`src/rtl/my_pkg.sv`:
```
// Shared mesh geometry and enums for the NoC statistics collector.
package my_pkg;

  localparam int MESH_SIZE = 4;
  localparam int PE_NUMBER = MESH_SIZE * MESH_SIZE;

  typedef enum logic [1:0] {
    STAT_STALL    = 2'd0,
    STAT_CONFLICT = 2'd1,
    STAT_FINISH   = 2'd2,
    STAT_TOTAL    = 2'd3
  } stats_sel_t;

  typedef enum logic [1:0] {
    ST_IDLE = 2'd0,
    ST_RUN  = 2'd1,
    ST_HOLD = 2'd2
  } stats_state_t;

endpackage

```
`src/rtl/sat_counter.sv`:
```
// Saturating up-counter with synchronous clear; clear has priority over increment.
module sat_counter #(
  parameter int W = 32
) (
  input  logic         clk,
  input  logic         rst,
  input  logic         clr,
  input  logic         inc,
  output logic [W-1:0] q
);

  logic [W-1:0] r_q;

  always_ff @(posedge clk) begin
    if (rst || clr) begin
      r_q <= '0;
    end else if (inc && !(&r_q)) begin
      r_q <= r_q + {{(W-1){1'b0}}, 1'b1};
    end
  end

  assign q = r_q;

endmodule

```
`src/rtl/noc_stats_unit.sv`:
```
// Per-PE stall/conflict/finish statistics and layer cycle count with a 1-cycle read port.
// Conflict counters are built only when NOC_STATS_CONFLICT_EN is defined.
module noc_stats_unit
  import my_pkg::*;
#(
  parameter int MESH_SIZE = my_pkg::MESH_SIZE,
  parameter int CNT_W     = 32,
  localparam int PE_N     = MESH_SIZE * MESH_SIZE,
  localparam int IDX_W    = (PE_N > 1) ? $clog2(PE_N) : 1
) (
  input  logic              clk,
  input  logic              rst,
  input  logic              start,
  input  logic [PE_N-1:0]   pe_stall,
  input  logic [PE_N-1:0]   router_conflict,
  input  logic [PE_N-1:0]   pe_done,
  input  logic              layer_finished,
  input  logic              rd_req,
  input  logic [1:0]        rd_sel,
  input  logic [IDX_W-1:0]  rd_idx,
  output logic              rd_valid,
  output logic [CNT_W-1:0]  rd_data,
  output logic              rd_err,
  output logic              measuring,
  output logic              stats_ready
);

  function automatic logic [CNT_W-1:0] sat_inc(input logic [CNT_W-1:0] v);
    return (&v) ? v : v + {{(CNT_W-1){1'b0}}, 1'b1};
  endfunction

  stats_state_t     r_state;
  logic             r_measuring;
  logic             r_stats_ready;
  logic [PE_N-1:0]  r_fin_flag;
  logic [CNT_W-1:0] r_fin_cyc [PE_N];
  logic             r_rd_valid;
  logic [CNT_W-1:0] r_rd_data;
  logic             r_rd_err;

  logic             w_run;
  logic [CNT_W-1:0] w_cycle_q;
  logic [CNT_W-1:0] w_stall_q [PE_N];
  logic [CNT_W-1:0] w_rd_data;
  logic             w_rd_err;
  logic             w_in_range;

  // A start in RUN clears rather than counts, so it is excluded here.
  assign w_run = (r_state == ST_RUN) && !start;

  sat_counter #(.W(CNT_W)) u_cycle (
    .clk (clk), .rst (rst), .clr (start), .inc (w_run), .q (w_cycle_q)
  );

  for (genvar i = 0; i < PE_N; i++) begin : g_stall
    sat_counter #(.W(CNT_W)) u_cnt (
      .clk (clk), .rst (rst), .clr (start), .inc (w_run & pe_stall[i]), .q (w_stall_q[i])
    );
  end

`ifdef NOC_STATS_CONFLICT_EN
  logic [CNT_W-1:0] w_conf_q [PE_N];

  for (genvar i = 0; i < PE_N; i++) begin : g_conf
    sat_counter #(.W(CNT_W)) u_cnt (
      .clk (clk), .rst (rst), .clr (start), .inc (w_run & router_conflict[i]), .q (w_conf_q[i])
    );
  end
`else
  logic w_unused_conf;
  assign w_unused_conf = ^router_conflict;
`endif

  always_ff @(posedge clk) begin
    if (rst) begin
      r_state       <= ST_IDLE;
      r_measuring   <= 1'b0;
      r_stats_ready <= 1'b0;
    end else if (start) begin
      r_state       <= ST_RUN;
      r_measuring   <= 1'b1;
      r_stats_ready <= 1'b0;
    end else if (r_state == ST_RUN && layer_finished) begin
      r_state       <= ST_HOLD;
      r_measuring   <= 1'b0;
      r_stats_ready <= 1'b1;
    end
  end

  // Finish cycle is the 1-based RUN cycle; unfinished PEs take the final cycle.
  always_ff @(posedge clk) begin
    if (rst || start) begin
      r_fin_flag <= '0;
      for (int i = 0; i < PE_N; i++) r_fin_cyc[i] <= '0;
    end else if (w_run) begin
      for (int i = 0; i < PE_N; i++) begin
        if (!r_fin_flag[i] && (pe_done[i] || layer_finished)) begin
          r_fin_flag[i] <= 1'b1;
          r_fin_cyc[i]  <= sat_inc(w_cycle_q);
        end
      end
    end
  end

  assign w_in_range = (int'(rd_idx) < PE_N);

  always_comb begin
    w_rd_data = '0;
    w_rd_err  = 1'b0;
    case (stats_sel_t'(rd_sel))
      STAT_TOTAL: w_rd_data = w_cycle_q;
      STAT_STALL: begin
        if (w_in_range) w_rd_data = w_stall_q[rd_idx];
        else            w_rd_err  = 1'b1;
      end
      STAT_FINISH: begin
        if (w_in_range) w_rd_data = r_fin_cyc[rd_idx];
        else            w_rd_err  = 1'b1;
      end
      default: begin
`ifdef NOC_STATS_CONFLICT_EN
        if (w_in_range) w_rd_data = w_conf_q[rd_idx];
        else            w_rd_err  = 1'b1;
`else
        w_rd_err = 1'b1;
`endif
      end
    endcase
  end

  // Response register: data/err hold between requests.
  always_ff @(posedge clk) begin
    if (rst) begin
      r_rd_valid <= 1'b0;
      r_rd_data  <= '0;
      r_rd_err   <= 1'b0;
    end else begin
      r_rd_valid <= rd_req;
      if (rd_req) begin
        r_rd_data <= w_rd_data;
        r_rd_err  <= w_rd_err;
      end
    end
  end

  assign rd_valid    = r_rd_valid;
  assign rd_data     = r_rd_data;
  assign rd_err      = r_rd_err;
  assign measuring   = r_measuring;
  assign stats_ready = r_stats_ready;

endmodule

```
`config.mk`:
```
export PLATFORM = sky130hd
export DESIGN_NAME = noc_stats_unit
export DESIGN_NICKNAME = d
export VERILOG_FILES = /design/src/rtl/my_pkg.sv /design/src/rtl/sat_counter.sv /design/src/rtl/noc_stats_unit.sv
export SDC_FILE = /design/constraint.sdc
export NUM_CORES = 2
export LEC_CHECK = 0
export ABC_AREA = 0
export CORE_UTILIZATION = 50
export DETAILED_ROUTE_END_ITERATION = 8
export HOLD_SLACK_MARGIN = 0.05
export MAX_ROUTING_LAYER = met4
export PLACE_DENSITY_LB_ADDON = 0.05
export SLEW_MARGIN = 30
export SYNTH_ARGS = -nofsm -noshare
export SYNTH_HDL_FRONTEND = slang
export SYNTH_SLANG_ARGS = --single-unit
```
`constraint.sdc`:
```
create_clock -name clk -period 5.7 [get_ports clk]
set_input_delay 0.855 -clock clk [delete_from_list [all_inputs] [get_ports clk]]
set_output_delay 0.855 -clock clk [all_outputs]
set_load 0.01 [all_outputs]
```
==> results.json <==
{
  "synth-seq-cells": 1108,
  "routed_wl_um": 183000,
  "synth_area_um2": 54900,
  "drcViolationCount": 0,
  "final_common_cell": "dfxtp_1",
  "grt-ovfl-total": 0,
  "cts_made_buffers": 120,
  "cp.arrival_ps": 4440,
  "required_ps": 6340,
  "switchingPower_uw": 4080,
  "leakage_uw": 0.0193,
  "post-dp-hpwl_um": 126000,
  "hold_viol": 0,
  "avgSynthCellArea_um2": 10.5,
  "vias_per_cell": 6.63,
  "start_util_pct": 50.4,
  "ctsHoldBuffers": 0,
  "die_h_um": 333,
  "power.internal_uw": 13500,
  "cts_tree": "yes",
  "syn_inst": 5206,
  "power_density_nw_per_um2": 286,
  "min_path_cells": 2,
  "cts_resized": 0,
  "outcome": "complete, no violations",
  "area_growth_syn_to_layout_pct": 12.1,
  "cp_common_cell": "or4_1",
  "clk_pin_slew_ps": 60,
  "place_congestion": 0.940,
  "rr_endpoint": "g_stall[3].u_cnt.q[26]",
  "fill_cells": 9356,
  "fin_crit_ps": 3800,
  "pwr-share-comb_pct": 5.0,
  "fin_tns_setup_ps": 0,
  "coreArea_um2": 109000,
  "setup-violations-final": 0,
  "antenna_found_initial": 12,
  "synth.distinct_cells": 78,
  "p_clk_share_pct": 46.5,
  "cts-root-buf": "clkbuf_16",
  "tightest_slew_ps": 1080,
  "worstSetupStartpointType": "flop",
  "routedWlPerCell_um": 27.4,
  "hold_start": "r_fin_flag[6]",
  "drt-initial-drc-count": 4472,
  "synthFlopType": "dfxtp_1",
  "rsz0062_at_grt": "false",
  "swShare_pct": 23.1,
  "fin_crit_sh_pct": 66.6,
  "placementRows": 121,
  "hold_class": "flop to flop",
  "r2r-start": "stats_ready",
  "grtUsageTotal_pct": 33.6,
  "grt_pass1_vias": 40500,
  "path_cells": "nor3b_4 > nand2_1 > or4_1 > or4_1 > a21oi_1",
  "async_reset_ff_share_pct": 0,
  "grt_pass1_wl_um": 270000,
  "reg2reg_depth": 5,
  "ys_seq_area_share_pct": 49.7,
  "vias": 44200,
  "syn-num-nets": 5282,
  "nNetsFinal": 5220,
  "timing.slew.headroom_pct": 25.7,
  "cap_violations": 0,
  "cts_max_level": 3,
  "ant_nets": 0,
  "hold_ws_ps": 472,
  "die-area_um2": 111000,
  "boundaryPins": 95,
  "power_frac_seq_pct": 48.5,
  "clkLatencyLatePin_ps": 760,
  "ir_worst_vdd_mv": 0.323,
  "cts_setup_buffers": 0,
  "first_pass_iters": 6,
  "whs_endpoint": "r_fin_flag[6]",
  "crit_path_max_fanout": 20,
  "die_x_um": 333,
  "final_cell_mix": "dfxtp_1, edfxtp_1, nor2_1, a21oi_1, nand2_1",
  "maxSlewViolCount": 0,
  "grt_max_degree": 100,
  "reg2reg_slack_ps": 1900,
  "cpPeakStageDelay_ps": 910,
  "clock_sinks": 1108,
  "cts.path.max_buffers": 3,
  "critPathKind": "flop to flop",
  "crit_slowest_cell": "or4_1",
  "numPortBuffers": 78,
  "synth_edf_count": 512,
  "crit_path_end_kind": "flop",
  "skew_ps": 50.8,
  "drive_above_1_share_pct": 12.9,
  "yosys_warnings": 0,
  "fmax_mhz": 263
}
==> metrics by stage <==
stage / util [%] / cells / instance area, um^2 / worst slack, ps / total power (uW)
finish: 56.5 / 6668 / 61500 / 1900 / 17600
floorplan: - / 5206 / 54900 / 717 / 9230
CTS: 56.5 / 6664 / 61500 / 1940 / 17700
detailed placement: 52.6 / 6436 / 57300 / 1660 / 9600
global route: 56.5 / 6667 / 61500 / 1740 / 18100
global placement: 52.6 / 6435 / 57200 / 1640 / 9580
==> cell families after synthesis <==
group / after synthesis / share of synthesized area, %
and+or+nand+nor: 2050 / 20.0
buffers and inverters: 466 / 3.29
xor gates and xnor gates: 111 / 1.77
adders and majority gates: 17 / 0.387
AOI/OAI and AO/OA: 1014 / 10.9
muxes: 440 / 13.9
DFF: 1108 / 49.7
==> synth_stat cells (21+ instances only) <==
library cell / instances / area [um^2]
o211ai_1: 48 / 360
nor4_1: 89 / 557
xnor2_1: 75 / 657
buf_1: 54 / 203
a21oi_1: 385 / 1930
or3_1: 308 / 1930
dfxtp_1: 596 / 11900
and4_1: 66 / 578
clkbuf_1: 285 / 1070
and3_1: 57 / 357
xor2_1: 36 / 315
and2_1: 21 / 131
nand4_1: 149 / 932
buf_2: 42 / 210
nor3_1: 50 / 250
nor2_1: 510 / 1910
o21ai_0: 282 / 1410
nand3_1: 223 / 1120
o31ai_1: 123 / 923
edfxtp_1: 512 / 15400
o22ai_1: 30 / 188
mux2i_1: 184 / 1840
mux4_2: 256 / 5770
inv_1: 83 / 312
or4_1: 144 / 1080
a22oi_1: 36 / 270
nand2_1: 329 / 1230
==> sequential cells by signal, summed over array words and instances (netlist names) <==
name	flops
g_stall.u_cnt.q	512
r_fin_cyc	512
r_fin_flag	16
r_state	1
rd_data	32
rd_err	1
rd_valid	1
stats_ready	1
u_cycle.q	32
==> critical path: cells and delay by family, from the launching register on <==
family          cells  cell delay [ps]
simple gates        4             2940
flops               1              580
compound gates      1              150
==> final cells by class <==
type                    instances  area, um^2  area share, %
clock buffers                 165        3420           5.56
inverters                      83         312          0.506
repair buffers                199        1880           3.05
flip-flops and latches       1108       27300           44.4
diodes                          4        10.0         0.0163
well taps                    1414        1770           2.88
clock inverters                63         756           1.23
multi-input cells            3632       26100           42.4
==> power by group through the flow <==
stage / logic, uW / registers [uW] / clock network (uW)
6_report: 876 / 8550 / 8200
5_1_grt: 914 / 8560 / 8590
4_1_cts: 879 / 8540 / 8290
3_5_place_dp: 878 / 8720 / 0
3_3_place_gp: 871 / 8710 / 0
2_1_floorplan: 527 / 8700 / 0
==> per-layer routing <==
metal	vias to the layer above	share of wire, %	global-route usage, %
li1	19900	-	-
met1	22200	42	44.8
met2	1816	47	52.2
met3	326	7.6	4.87
met4	0	3.9	12.1
met5	-	0	-
==> worst max path at each step <==
| stage | from | endpoint | slack (ps) | cells past startpoint |
|---|---|---|---|---|
| final | stats_ready | g_stall[3].u_cnt.q[26] | 1900 | 5 |
| after global routing | stats_ready | g_stall[3].u_cnt.q[27] | 1740 | 5 |
| after CTS | u_cycle.q[10] | r_fin_cyc[13][30] | 1940 | 5 |
| after detailed placement | start | g_stall[3].u_cnt.q[26] | 1660 | 6 |
| after global placement | start | g_stall[3].u_cnt.q[26] | 1640 | 6 |
| after floorplan | start | r_fin_cyc[10][0] | 720 | 7 |
Power figures use the tool's default switching activity.
